$ cat src/rtl/requant_relu_q.sv
`default_nettype none
// ============================================================================
// Module      : requant_relu_q
// Description : Requantizes N signed ACC_W-bit sums to INT8 activations
//               (multiply, round-half-up shift, optional ReLU, saturate).
// Revision    : 1.0 - initial release
// ============================================================================
module requant_relu_q #(
  parameter int N     = 8,
  parameter int ACC_W = 32,
  parameter int M_W   = 16,
  parameter int OUT_W = 8
) (
  input  logic                          clk,
  input  logic                          rst,
  input  logic                          start,
  input  logic [N-1:0][ACC_W-1:0]       acc_in,
  input  logic [M_W-1:0]                mult,
  input  logic [5:0]                    shift,
  input  logic                          relu_en,
  output logic [N-1:0][OUT_W-1:0]       act_out,
  output logic [$clog2(N+1)-1:0]        sat_cnt,
  output logic                          done
);

  localparam int c_P_W   = ACC_W + M_W + 1;
  localparam int c_R_W   = c_P_W + 1;
  localparam int c_IDX_W = (N > 1) ? $clog2(N) : 1;
  localparam int c_CNT_W = $clog2(N + 1);
  localparam logic signed [c_R_W-1:0] c_MAX = c_R_W'((1 << (OUT_W - 1)) - 1);
  localparam logic signed [c_R_W-1:0] c_MIN = -c_MAX - c_R_W'(1);

  typedef enum logic [1:0] {
    S_IDLE  = 2'd0,
    S_RUN   = 2'd1,
    S_DRAIN = 2'd2,
    S_DONE  = 2'd3
  } state_t;

  state_t                     r_state;
  state_t                     w_state_next;
  logic                       w_issue;
  logic [M_W-1:0]             r_mult;
  logic [5:0]                 r_shift;
  logic                       r_relu;
  logic [c_IDX_W-1:0]         r_idx;
  logic [c_IDX_W-1:0]         r_idx1;
  logic                       r_valid1;
  logic signed [c_P_W-1:0]    r_p;
  logic [N-1:0][OUT_W-1:0]    r_act;
  logic [c_CNT_W-1:0]         r_sat_cnt;
  logic                       r_done;

  logic signed [c_P_W-1:0]    w_acc_ext;
  logic signed [c_P_W-1:0]    w_mult_ext;
  logic signed [c_P_W-1:0]    w_prod;
  logic signed [c_R_W-1:0]    w_half;
  logic signed [c_R_W-1:0]    w_sum;
  logic signed [c_R_W-1:0]    w_r;
  logic signed [c_R_W-1:0]    w_relu;
  logic                       w_hi;
  logic                       w_lo;
  logic [OUT_W-1:0]           w_out;

  always_comb begin
    w_state_next = r_state;
    w_issue      = 1'b0;
    case (r_state)
      S_IDLE:  if (start) w_state_next = S_RUN;
      S_RUN: begin
        w_issue = 1'b1;
        if (r_idx == c_IDX_W'(N - 1)) w_state_next = S_DRAIN;
      end
      S_DRAIN: w_state_next = S_DONE;
      S_DONE:  if (!start) w_state_next = S_IDLE;
      default: w_state_next = S_IDLE;
    endcase
  end

  // Stage 1 operands: the multiplier is zero-extended so the product stays signed.
  assign w_acc_ext  = {{(c_P_W - ACC_W){acc_in[r_idx][ACC_W-1]}}, acc_in[r_idx]};
  assign w_mult_ext = {{(c_P_W - M_W){1'b0}}, r_mult};
  assign w_prod     = w_acc_ext * w_mult_ext;

  // One extra bit of headroom keeps the rounding add from wrapping.
  assign w_half = (r_shift == 6'd0) ? '0 : (c_R_W'(1) << (r_shift - 6'd1));
  assign w_sum  = {r_p[c_P_W-1], r_p} + w_half;
  assign w_r    = w_sum >>> r_shift;
  assign w_relu = (r_relu && w_r[c_R_W-1]) ? '0 : w_r;
  assign w_hi   = (w_relu > c_MAX);
  assign w_lo   = (w_relu < c_MIN);
  assign w_out  = w_hi ? c_MAX[OUT_W-1:0] : (w_lo ? c_MIN[OUT_W-1:0] : w_relu[OUT_W-1:0]);

  always_ff @(posedge clk) begin
    if (rst) begin
      r_state   <= S_IDLE;
      r_mult    <= '0;
      r_shift   <= '0;
      r_relu    <= 1'b0;
      r_idx     <= '0;
      r_idx1    <= '0;
      r_valid1  <= 1'b0;
      r_p       <= '0;
      r_act     <= '0;
      r_sat_cnt <= '0;
      r_done    <= 1'b0;
    end else begin
      r_state  <= w_state_next;
      r_done   <= (r_state == S_DONE);
      r_valid1 <= w_issue;
      if (r_state == S_IDLE && start) begin
        r_mult    <= mult;
        r_shift   <= shift;
        r_relu    <= relu_en;
        r_idx     <= '0;
        r_sat_cnt <= '0;
      end
      if (w_issue) begin
        r_p    <= w_prod;
        r_idx1 <= r_idx;
        r_idx  <= r_idx + c_IDX_W'(1);
      end
      if (r_valid1) begin
        r_act[r_idx1] <= w_out;
        if (w_hi || w_lo) r_sat_cnt <= r_sat_cnt + c_CNT_W'(1);
      end
    end
  end

  assign act_out = r_act;
  assign sat_cnt = r_sat_cnt;
  assign done    = r_done;

endmodule
`default_nettype wire

$ cat config.mk
export PLATFORM = sky130hd
export DESIGN_NAME = requant_relu_q
export DESIGN_NICKNAME = d
export VERILOG_FILES = /design/src/rtl/requant_relu_q.sv
export SDC_FILE = /design/constraint.sdc
export NUM_CORES = 2
export LEC_CHECK = 0
export CAP_MARGIN = 20
export CELL_PAD_IN_SITES_DETAIL_PLACEMENT = 1
export CELL_PAD_IN_SITES_GLOBAL_PLACEMENT = 1
export CORE_ASPECT_RATIO = 1.75
export CORE_MARGIN = 8
export CORE_UTILIZATION = 35
export CTS_BUF_LIST = sky130_fd_sc_hd__clkbuf_8
export DETAILED_ROUTE_END_ITERATION = 10
export PLACE_DENSITY = 0.65
export REMOVE_ABC_BUFFERS = 1
export SETUP_SLACK_MARGIN = 0.3
export SYNTH_ARGS = -nofsm -noshare
export SYNTH_HDL_FRONTEND = slang
export SYNTH_SLANG_ARGS = --single-unit
$ cat constraint.sdc
create_clock -name clk -period 15.8 [get_ports clk]
set_input_delay 4.74 -clock clk [delete_from_list [all_inputs] [get_ports clk]]
set_output_delay 4.74 -clock clk [all_outputs]
set_load 0.05 [all_outputs]
==> flow_metrics.py <==
metrics = {
    "global_route": {
        "gr-usage-all-layers_pct": 24.82,
        "antenna_found_initial": 2,
        "grt.overflow.total": 0,
        "grt_max_degree": 67,
        "grt_pass1_wl_um": 207500,
        "grt_pass1_vias": 35210,
    },
    "power_and_ir_drop": {
        "leakagePower_nw": 15.92,
        "power_density_nw_per_um2": 189.7,
        "ir_drop_mv": 0.1742,
    },
    "detailed_routing": {
        "drc": 0,
        "drt_iter0_drc": 1571,
        "wl_per_cell_um": 24.13,
        "final_antenna_net_count": 0,
        "via_per_inst": 5.657,
        "wl_um": 132500,
        "dr.pass1.iters": 5,
        "num_vias": 31050,
    },
    "timing": {
        "tns_ps": 0,
        "fmax_ghz": 0.07721,
        "rsz0062_at_grt": "false",
        "timing.final.crit_period_ps": 12950,
        "layout_setup_ws_ps": 2849,
        "period_share_pct": 81.97,
        "hold_viol": 0,
        "setup_viol": 0,
        "worst_clock_skew_ps": 19.63,
        "slew_violations": 0,
        "tightestPinTransition_ps": 1165,
        "max_slew_margin_pct": 21.60,
    },
    "floorplan": {
        "core_um2": 96350,
        "dieArea_um2": 107500,
        "die_w_um": 251.3,
        "placementRows": 151,
        "initial_utilization_pct": 35.19,
        "die_h_um": 427.8,
        "ioPinCount": 351,
    },
    "synthesis": {
        "synth-edff-count": 0,
        "synth_area_um2": 33910,
        "yosysSeqAreaShare_pct": 8.855,
        "synth_cell_types": 112,
        "synth_flop_cell": "dfxtp_1",
        "ys_ff_latch": 150,
        "synth.avg_cell_area_um2": 8.303,
        "synth_cells": 4084,
        "synthArstFlopShare_pct": 0,
        "yosys_warnings": 0,
    },
    "final_layout": {
        "nNetsFinal": 5197,
        "area_growth_pct": 14.06,
        "final_cell_mix": "nand2_1 (605), inv_1 (558), fa_1 (490)",
        "regArea_um2": 3035,
        "layout-drive-gt1-share_pct": 7.153,
        "final_util_pct": 40.14,
        "multi_input_area_um2": 27800,
        "final_common_cell": "nand2_1",
        "fill_cells": 11450,
    },
    "cts": {
        "cts_buffers": 17,
        "cts.path.max_buffers": 2,
        "clk_pin_slew_ps": 100,
        "cts_max_level": 4,
        "cts_root_buf": "clkbuf_8",
        "clock_latency_ps": 540,
        "cts_hold_buffers": 0,
        "clkSinkCount": 150,
        "cts_tree": "done",
        "post_cts_resized": 0,
        "postCtsSetupBuffers": 0,
    },
    "placement": {
        "io_buffers": 350,
        "place_ws_ps": 2358,
        "place_congestion": 0.9283,
        "hpwl_um": 108300,
    },
    "critical_path": {
        "startpoint_type": "input port",
        "worstPathArrival_ps": 13370,
        "cp-end-kind": "flip-flop",
        "path_delay_family": "adder cells",
        "path_buf_inv": 5,
        "reg2reg_from": "r_idx[0]",
        "crit_required_ps": 16220,
        "cp-startpoint": "acc_in[235]",
        "slowest_delay_ps": 530,
        "crit_slowest_cell": "fa_1",
        "worstSetupPathType": "in -> reg",
        "critPathMostFrequentCell": "fa_1",
        "critPathMaxFanout": 16,
        "r2r_end": "r_p[48]",
        "rr_worst_depth": 29,
        "reg2reg_slack_ps": 5830,
    },
    "min_path": {
        "min_to": "act_out[59]",
        "hold_depth": 2,
        "hp-class": "reg -> reg",
        "min_from": "act_out[59]",
    },
    "run_status": {
        "status": "completed",
    },
    "run": {
        "max_cap_viol_count": 0,
    },
}
-- power breakdown --
group / internal [W] / total (W) / leakage, nW / switching, W
Clock: 0.000127 / 0.000309 / 0.191 / 0.000182
Sequential: 0.000438 / 0.000581 / 1.23 / 0.000143
Combinational: 0.00263 / 0.00645 / 14.5 / 0.00381
-- worst reg2reg max path, delay by kind of cell (launching register included) --
| family | cells | cell delay [ps] |
|---|---|---|
| fa+ha+maj | 7 | 3300 |
| compound gates | 11 | 3180 |
| buf+inv | 5 | 1130 |
| mux | 2 | 1130 |
| flops | 1 | 620 |
| simple gates | 4 | 500 |
-- kinds of logic after synthesis --
logic type / after synthesis / share of synthesized area [%]
muxes: 209 / 9.209
adders and majority gates: 664 / 35.35
buffers and inverters: 808 / 9.206
AOI/OAI and AO/OA: 791 / 16.47
DFF: 150 / 8.855
and+or+nand+nor: 1385 / 18.90
xor gates and xnor gates: 77 / 2.011
-- registers in the layout, summed over array words and instances (netlist names) --
signal	cells
r_relu	1
act_out	64
r_idx1	3
sat_cnt	4
r_mult	16
r_valid1	1
r_shift	6
r_idx	3
done	1
r_p	49
r_state	2
-- routing by layer --
layer / routed length (um) / GRT usage, % / up-vias
li1: - / - / 14030
met1: 47690 / 25.77 / 15880
met2: 72950 / 48.72 / 824
met3: 4829 / 2.747 / 317
met4: 6983 / 12.20 / 0
met5: 0 / 0 / -
-- final cells by class --
| cell class | instances | area share, % |
|---|---|---|
| inverter | 563 | 5.464 |
| timing repair buffer | 393 | 9.885 |
| sequential | 150 | 7.848 |
| clock inverter | 15 | 0.3720 |
| clock buffer | 17 | 0.6049 |
| tap | 1224 | 3.959 |
| multi-input combinational | 3126 | 71.86 |
| antenna | 1 | 0.006470 |
-- worst max-delay path by stage --
| stage | end | slack (ps) | cells after the start |
|---|---|---|---|
| floorplan | r_p[48] | 3800 | 29 |
| global placement | r_p[48] | 2420 | 31 |
| detailed placement | r_p[48] | 2360 | 26 |
| CTS | r_p[48] | 2910 | 26 |
| global route | r_p[48] | 2380 | 29 |
| finish | r_p[48] | 2850 | 29 |
-- metrics by stage --
step / area, um2 / hold WS (ps) / total power, W / cells
after global placement: 38300 / 450.0 / 0.006973 / 5456
after global routing: 38680 / 486.1 / 0.008197 / 5489
after floorplan: 32900 / 439.2 / 0.005207 / 3839
after detailed placement: 38300 / 459.6 / 0.007112 / 5456
final: 38680 / 464.2 / 0.007337 / 5489
after CTS: 38680 / 473.5 / 0.007468 / 5488
-- synth_stat cells, types with 59 or more instances --
cell      count  area, um2
a21oi_1     197      986.0
and2_1      189       1182
clkbuf_1    171      641.9
dfxtp_1     150       3003
fa_1        490       9809
ha_1        174       2177
inv_1       559       2098
mux2i_1      87      870.8
mux4_2       78       1757
nand2_1     606       2275
nand3_1      59      295.3
nor2_1      281       1055
o21ai_0     103      515.5
No activity file was read; power rests on OpenSTA's default activity.
